File: src/rtl/fetch_pkg.sv
// Shared types and constants for the instruction fetch front end.
// The default fetch_entry_t matches the default top-level widths; the top
// declares its own entry type when it is built with other widths.
package fetch_pkg;

  localparam int PC_INC       = 4;
  localparam int FETCH_PERF_W = 16;
  localparam int FETCH_PC_W   = 8;
  localparam int FETCH_INS_W  = 32;

  typedef struct packed {
    logic [FETCH_PC_W-1:0]  pc;
    logic [FETCH_INS_W-1:0] instr;
  } fetch_entry_t;

  // Saturating increment for the stall counter.
  function automatic logic [FETCH_PERF_W-1:0] sat_inc(input logic [FETCH_PERF_W-1:0] v);
    logic [FETCH_PERF_W-1:0] r;
    if (v == {FETCH_PERF_W{1'b1}}) begin
      r = v;
    end else begin
      r = v + FETCH_PERF_W'(1);
    end
    return r;
  endfunction

endpackage

File: src/rtl/fetch_fifo.sv
// Synchronous FIFO of fetch entries with push, pop, flush and occupancy.
// Pointers are log2(DEPTH) bits and wrap naturally; a flush empties the
// queue and takes priority over any push or pop in the same cycle.
module fetch_fifo
  import fetch_pkg::*;
#(
  parameter int  DEPTH   = 4,
  parameter type entry_t = fetch_entry_t,
  localparam int PTR_W   = $clog2(DEPTH),
  localparam int CNT_W   = PTR_W + 1
) (
  input  logic             clk,
  input  logic             reset,
  input  logic             push_i,
  input  logic             pop_i,
  input  logic             flush_i,
  input  entry_t           wdata_i,
  output entry_t           rdata_o,
  output logic [CNT_W-1:0] count_o
);

  entry_t             mem_q [DEPTH];
  logic [PTR_W-1:0]   wr_ptr_q, wr_ptr_d;
  logic [PTR_W-1:0]   rd_ptr_q, rd_ptr_d;
  logic [CNT_W-1:0]   count_q, count_d;
  logic               do_push_s;
  logic               do_pop_s;

  // Next-state computation for pointers and occupancy.
  always_comb begin
    do_push_s = push_i & ~flush_i;
    do_pop_s  = pop_i & (count_q != CNT_W'(0)) & ~flush_i;
    wr_ptr_d  = wr_ptr_q;
    rd_ptr_d  = rd_ptr_q;
    count_d   = count_q;
    if (flush_i) begin
      wr_ptr_d = PTR_W'(0);
      rd_ptr_d = PTR_W'(0);
      count_d  = CNT_W'(0);
    end else begin
      if (do_push_s) begin
        wr_ptr_d = wr_ptr_q + PTR_W'(1);
      end else begin
        wr_ptr_d = wr_ptr_q;
      end
      if (do_pop_s) begin
        rd_ptr_d = rd_ptr_q + PTR_W'(1);
      end else begin
        rd_ptr_d = rd_ptr_q;
      end
      case ({do_push_s, do_pop_s})
        2'b10:   count_d = count_q + CNT_W'(1);
        2'b01:   count_d = count_q - CNT_W'(1);
        default: count_d = count_q;
      endcase
    end
  end

  // Pointer/occupancy registers and entry storage (storage cleared on reset
  // so the head reads as zero out of reset).
  always_ff @(posedge clk) begin
    if (reset) begin
      wr_ptr_q <= PTR_W'(0);
      rd_ptr_q <= PTR_W'(0);
      count_q  <= CNT_W'(0);
      for (int i = 0; i < DEPTH; i++) begin
        mem_q[i] <= '0;
      end
    end else begin
      wr_ptr_q <= wr_ptr_d;
      rd_ptr_q <= rd_ptr_d;
      count_q  <= count_d;
      if (do_push_s) begin
        mem_q[wr_ptr_q] <= wdata_i;
      end
    end
  end

  assign rdata_o = mem_q[rd_ptr_q];
  assign count_o = count_q;

endmodule

File: src/rtl/instr_fetch_queue.sv
// Instruction fetch front end: owns the PC, issues reads to a one-cycle
// latency instruction memory and queues {pc, instr} pairs for the datapath.
// Optional feature macro: FETCH_PERF_CNT_EN adds the perf_stall_cnt output
// (cycles where the consumer was ready but no instruction was available).
module instr_fetch_queue
  import fetch_pkg::*;
#(
  parameter int              PC_W     = 8,
  parameter int              INS_W    = 32,
  parameter int              DEPTH    = 4,
  parameter logic [PC_W-1:0] RESET_PC = '0
) (
  input  logic                    clk,
  input  logic                    reset,
  output logic                    imem_req,
  output logic [PC_W-1:0]         imem_addr,
  input  logic [INS_W-1:0]        imem_rdata,
  input  logic                    redirect_valid,
  input  logic [PC_W-1:0]         redirect_pc,
  output logic                    out_valid,
  input  logic                    out_ready,
  output logic [INS_W-1:0]        out_instr,
`ifdef FETCH_PERF_CNT_EN
  output logic [FETCH_PERF_W-1:0] perf_stall_cnt,
`endif
  output logic [PC_W-1:0]         out_pc
);

  localparam int CNT_W = $clog2(DEPTH) + 1;
  localparam int OCC_W = CNT_W + 1;
  localparam logic [PC_W-1:0] ALIGN_MASK = ~PC_W'(3);

  typedef struct packed {
    logic [PC_W-1:0]  pc;
    logic [INS_W-1:0] instr;
  } entry_t;

  logic [PC_W-1:0]  fetch_pc_q, fetch_pc_d;
  logic [PC_W-1:0]  req_pc_q, req_pc_d;
  logic             inflight_q, inflight_d;
  logic             kill_q, kill_d;

  logic [CNT_W-1:0] fifo_count_s;
  logic [OCC_W-1:0] occupancy_s;
  logic             issue_s;
  logic             push_s;
  logic             pop_s;
  entry_t           push_entry_s;
  entry_t           head_s;

  // Credit check: queued entries plus the outstanding request must leave a
  // free slot, so a returning response can always be written.
  always_comb begin
    occupancy_s = OCC_W'(fifo_count_s) + OCC_W'(inflight_q);
    issue_s     = (occupancy_s < OCC_W'(DEPTH)) & ~redirect_valid & ~reset;
  end

  // Response/pop control and head handshake.
  always_comb begin
    push_s             = inflight_q & ~kill_q & ~redirect_valid;
    pop_s              = out_valid & out_ready;
    push_entry_s.pc    = req_pc_q;
    push_entry_s.instr = imem_rdata;
  end

  // Next PC, request PC and outstanding-request tracking. kill marks a
  // response that belongs to a request older than the latest redirect.
  always_comb begin
    fetch_pc_d = fetch_pc_q;
    req_pc_d   = req_pc_q;
    inflight_d = issue_s;
    kill_d     = redirect_valid & inflight_q;
    if (redirect_valid) begin
      fetch_pc_d = redirect_pc & ALIGN_MASK;
      req_pc_d   = req_pc_q;
    end else if (issue_s) begin
      fetch_pc_d = fetch_pc_q + PC_W'(PC_INC);
      req_pc_d   = fetch_pc_q;
    end else begin
      fetch_pc_d = fetch_pc_q;
      req_pc_d   = req_pc_q;
    end
  end

  // PC and request-tracking registers.
  always_ff @(posedge clk) begin
    if (reset) begin
      fetch_pc_q <= RESET_PC;
      req_pc_q   <= PC_W'(0);
      inflight_q <= 1'b0;
      kill_q     <= 1'b0;
    end else begin
      fetch_pc_q <= fetch_pc_d;
      req_pc_q   <= req_pc_d;
      inflight_q <= inflight_d;
      kill_q     <= kill_d;
    end
  end

  fetch_fifo #(
    .DEPTH   (DEPTH),
    .entry_t (entry_t)
  ) u_fifo (
    .clk     (clk),
    .reset   (reset),
    .push_i  (push_s),
    .pop_i   (pop_s),
    .flush_i (redirect_valid),
    .wdata_i (push_entry_s),
    .rdata_o (head_s),
    .count_o (fifo_count_s)
  );

  assign imem_req  = issue_s;
  assign imem_addr = fetch_pc_q;
  assign out_valid = (fifo_count_s != CNT_W'(0));
  assign out_pc    = head_s.pc;
  assign out_instr = head_s.instr;

`ifdef FETCH_PERF_CNT_EN
  logic [FETCH_PERF_W-1:0] perf_q;

  // Stall counter: consumer ready with nothing to deliver; only reset clears it.
  always_ff @(posedge clk) begin
    if (reset) begin
      perf_q <= FETCH_PERF_W'(0);
    end else if (out_ready && !out_valid) begin
      perf_q <= sat_inc(perf_q);
    end else begin
      perf_q <= perf_q;
    end
  end

  assign perf_stall_cnt = perf_q;
`endif

endmodule

File: config.mk
export PLATFORM = sky130hd
export DESIGN_NAME = instr_fetch_queue
export DESIGN_NICKNAME = d
export VERILOG_FILES = /design/src/rtl/fetch_pkg.sv /design/src/rtl/fetch_fifo.sv /design/src/rtl/instr_fetch_queue.sv
export SDC_FILE = /design/constraint.sdc
export NUM_CORES = 1
export LEC_CHECK = 0
export ABC_CLOCK_PERIOD_IN_PS = 2700
export CORE_ASPECT_RATIO = 0.7
export CORE_MARGIN = 1.5
export CORE_UTILIZATION = 58
export CTS_BUF_LIST = sky130_fd_sc_hd__clkbuf_4
export DETAILED_ROUTE_END_ITERATION = 8
export HOLD_SLACK_MARGIN = 0.06
export PLACE_DENSITY = 0.83
export SLEW_MARGIN = 20
export SYNTH_ARGS = -nofsm -noshare
export SYNTH_HDL_FRONTEND = slang
export SYNTH_SLANG_ARGS = --single-unit
File: constraint.sdc
create_clock -name clk -period 2.7 [get_ports clk]
set_input_delay 0.405 -clock clk [delete_from_list [all_inputs] [get_ports clk]]
set_output_delay 0.405 -clock clk [all_outputs]
set_load 0.02 [all_outputs]
# After elaboration in Yosys (flattened, before gate mapping)
# Memories as Yosys holds them, arrays and structs flattened. A register that Yosys moved wholly into a read port is not among the register bits.
# Index checks and enable logic that the tools add are counted.
# op_classes
n_mux	13
eq_ne	2
add_sub_neg	6
n_reduce_logical	6
bitwise	12
mul	0
n_div	0
shift	0
n_lt_le_gt_ge	1
# ops
op	count
$mux 40	1
$reduce_or 40->1	1
$mux 8	2
$and 1x1->1	9
$add 8x3->8 const B	1
$mux 1	6
$mux 2	3
$pmux 3 s2	1
$add 2x1->2 const B	2
$add 3x1->4	1
$lt 4x3->1 const B	1
$reduce_bool 2->1	2
$add 3x1->3 const B	1
$not 1->1	3
$reduce_bool 3->1	1
$sub 3x1->3 const B	1
$eq 2x1->1 const B	1
$eq 2x2->1 const B	1
$reduce_and 2->1	1
$reduce_or 2->1	1
# word_totals
latch_bits	0
elab_cells	49
romBits	0
register_bits	25
in_bits	44
n_memories	1
out_inout_bits	50
mem_bits_rw	160
# mem_list
memory	depth	word_bits	rd	rd_clocked_by_memory_dff	wr	line_no	text
u_fifo.mem_q	4	40	1	1	4	fetch_fifo.sv:22	entry_t mem_q [DEPTH];

# Logic depth before layout (Yosys ltp)
# depth
depth_word	9
ltp_mapped	9
mapped_depth_nobuf	9

# By module
# A second synthesis with hierarchy kept.
# unflattened
cells_unflattened	515
hier_area_um2	7956.4
# modules_own_cells
module	instances	seq_area_each_um2	area_each_um2	cells_per_inst
fetch_fifo	1	4984.8	7282.0	432
instr_fetch_queue	1	280.3	674.4	83

# Least setup slack after synthesis
# Ideal clock, no wire load.
# synth_timing
kind	in2reg
startpoint	input port redirect_valid
endpoint	memory u_fifo.mem_q[2][0] in the netlist's numbering (enable)
setup_slack_ns	0.218
n_path_buf	1
t_arrival_ns	2.084
required_ns	2.303
cell_stages	4
setup_ns	0.397
path_cell_list	nor4b_2 -> and3b_1 -> buf_2 -> or2_1
# synth_rtl
element	line_no	text
start, declared	instr_fetch_queue.sv:18	input logic redirect_valid,
end, declared	fetch_fifo.sv:22	

==> impl_results.md <==
* Outcome: completed
* CTS tree: yes
* Switching power at 0.00115 W
* CTS root buf: clkbuf_4
* Starting Density at 60.5%
* Fin crit share at 95.9%
* Crit-path slowest cell: mux4_2
* CTS clock-pin slew for the worst setup and hold paths at 0.14 ns
* Met1 usage at 32.1%
* Post-synthesis sequential element count at 175
* Inst Count DP at 735
* Largest net degree at the start of global routing at 77
* VDD IR max at 0.338 mV
* Setup Total Neg Slack at 0 ns
* Pwr/cell area at 548 mW/mm^2
* Vias in the first global route at 4702
* Ys flop type: edfxtp_1
* FMAX at 386 MHz
* Die ar. at 0.0139 mm^2
* Slew headroom at 53.6%
* Ys Warns at 0
* Final Cell Area at 0.00899 mm^2
* Max-cap violations at 0
* Setup bufs post-CTS at 0
* Logic pwr share at 8.2%
* Worst stage delay on the critical path at 0.60 ns
* Worst-skew pair later-pin latency at 0.55 ns
* Initial DRC Count at 428
* TritonCTS Buffers at 17
* Placed standard-cell area at 0.00874 mm^2
* Mean routed wirelength per cell at 20.1 um
* H-tree depth at 4
* Worst-margin pin slew at 0.696 ns
* GRT Util Overall at 23.9%
* Yosys cell types at 38
* Sequential power share at 62.4%
* GRT overflow at 0
* Number of buffers added on ports at 87
* Async S/R FF share, synth at 0%
* WP data arrival at 2.18 ns
* Worst-path cell chain: buf_16 > mux4_2 > dlygate4sd2_1
* CP required at 2.30 ns
* Vias at 4623
* EDFF count, synth at 152
* RSZ-0062 raised after global routing: false
* HP Class: primary input to register
* Worst hold path depth at 3
* Global routing's busiest layer: met2
* FP Rows at 34
* Min Tclk post-route at 2.59 ns
* Layout area overhead at 17.7%
* Sw Share at 23.3%
* DIE WIDTH at 140 um
* Met2 usage at 38.8%
* Syn Area/Cell at 15.0 um^2
* Die height at 99.0 um
* Internal power at 0.00378 W
* IO Count at 94
* Slew Viols, Final at 0
* Synthesized cell area at 0.00764 mm^2
* Non-Filler Instances at 768
* DR vias/cell at 6.02
* Crit end category: primary output
* Max clock buf depth at 2
* Clock sinks at 175
* First-pass GRT wire length at 24700 um
* Share of layout cells above drive strength 1 at 15.4%
* Post-route ant nets at 0
* Cells after Synth at 509
* Register area share after synthesis at 65.8%
* Clk pwr share at 29.3%
* Detailed Place HPWL at 8830 um
* Most frequent cells in the layout: edfxtp_1, and2_1, clkdlybuf4s50_1
* Core Box Area at 0.0126 mm^2
* Wirelength, routed at 15500 um
* Leak Pwr at 3.40 nW
* Most common cell after layout, fill and taps aside: edfxtp_1
* Setup violators final at 0
* Worst clock skew at 0.0204 ns
* GRT met3 Usage at 6.56%
* Crit-path max FO at 38
* Crit path launch type: register
* Gp weighted congestion at 0.799
* R2R depth at 8
* Antenna violations before repair at 0
* Critical path class: register to primary output
* DRT Pass-1 Iters at 5
* Nets at 639
* Final hold violations at 0
* DRC violations left at 0
## path summary, 6_finish.rpt
| check | slack (ns) | from | to |
|---|---|---|---|
| max | 0.11 | register | out_pc[5] |
| max reg2reg | 0.70 | u_fifo.count_o[2] | u_fifo.count_o[2] |
| min reg2reg | 0.51 | u_fifo.rd_ptr_q[1] | register |
| min | 0.42 | redirect_pc[2] | imem_addr[2] |
## metal layers
layer  wire length, um  up-vias
li1                  -     2078
met1              6480     2321
met2              7600      205
met3              1190       19
met4               195        0
met5                 0        -
## metrics by stage
| step | hold slack (ns) | total power [W] | setup slack (ns) | utilization (%) |
|---|---|---|---|---|
| 5_1_grt | 0.426 | 0.00510 | 0.00148 | 71.1 |
| 6_report | 0.424 | 0.00493 | 0.112 | 71.2 |
| 4_1_cts | 0.387 | 0.00496 | 0.0715 | 71.0 |
| 2_1_floorplan | 0.453 | 0.00333 | 0.218 | - |
| 3_5_place_dp | 0.486 | 0.00357 | 0.0413 | 69.2 |
| 3_3_place_gp | 0.463 | 0.00355 | 0.141 | 69.2 |
## timing repair
action                     in CTS  in global routing
setup endpoints to repair      39                  2
resized for setup              39                  2
hold buffers                    0                  0
## sequential cells by signal, summed over array words and instances, names as in the netlist, named ones only
register and count:
u_fifo.count_o 3, u_fifo.rd_ptr_q 2, u_fifo.mem_q 152, req_pc_q 6, imem_addr 6, kill_q 1, inflight_q 1, u_fifo.wr_ptr_q 2
## synthesized netlist by cell type (2+ instances only)
cell type,n,area (um^2)
buf_1,2,7.51
clkbuf_1,25,93.8
and3b_1,2,17.5
o41a_1,2,22.5
buf_2,9,45.0
nand2b_1,3,18.8
nand2_1,6,22.5
o21ai_0,8,40.0
dfxtp_1,23,460
edfxtp_1,152,4560
a21oi_1,12,60.1
xor2_1,4,35.0
and3_1,39,244
inv_1,8,30.0
or3_1,4,25.0
or4_1,3,22.5
o41ai_1,2,17.5
ha_1,2,25.0
nand3_1,10,50.1
or2_1,2,12.5
a41oi_1,2,17.5
nor3_1,2,10.0
mux4_2,38,856
and2_1,116,726
buf_4,4,30.0
a31oi_1,4,25.0
o211ai_1,4,30.0
nor2_1,11,41.3
## critical path, delay by kind of cell (launching register included)
kind                   cells  cell delay, ns
buffers and inverters      2            0.64
muxes                      1            0.60
DFF                        1            0.38
## cell type report
type / instances / area (um^2)
antenna: 1 / 2.50
clock buffer: 18 / 135
clock inverter: 14 / 141
fill: 831 / 3640
inverter: 8 / 30.0
multi-input combinational: 289 / 2440
sequential: 175 / 5030
tap: 162 / 203
timing repair buffer: 101 / 1010
## power by group through the flow
stage / Clock (W) / Sequential, W / Combinational, W
after floorplan: 0 / 0.00313 / 0.000201
after global placement: 0 / 0.00313 / 0.000422
after detailed placement: 0 / 0.00314 / 0.000431
after CTS: 0.00148 / 0.00308 / 0.000408
after global routing: 0.00158 / 0.00309 / 0.000435
final: 0.00145 / 0.00308 / 0.000407
## logic make-up (layout without fill, tap and decap cells)
group                    after synthesis  after routing  synth area share [%]
AND/OR/NAND/NOR                      201            201                  15.9
AO/OA/AOI/OAI                         39             39                  3.29
flip-flops                           175            175                  65.8
adder cells (fa/ha/maj)                3              3                 0.589
XOR/XNOR                               4              4                 0.458
buffers and inverters                 48            141                  2.70
other                                  1              5                0.0491
multiplexers                          38             38                  11.2
(Power assumes the default switching activity.)
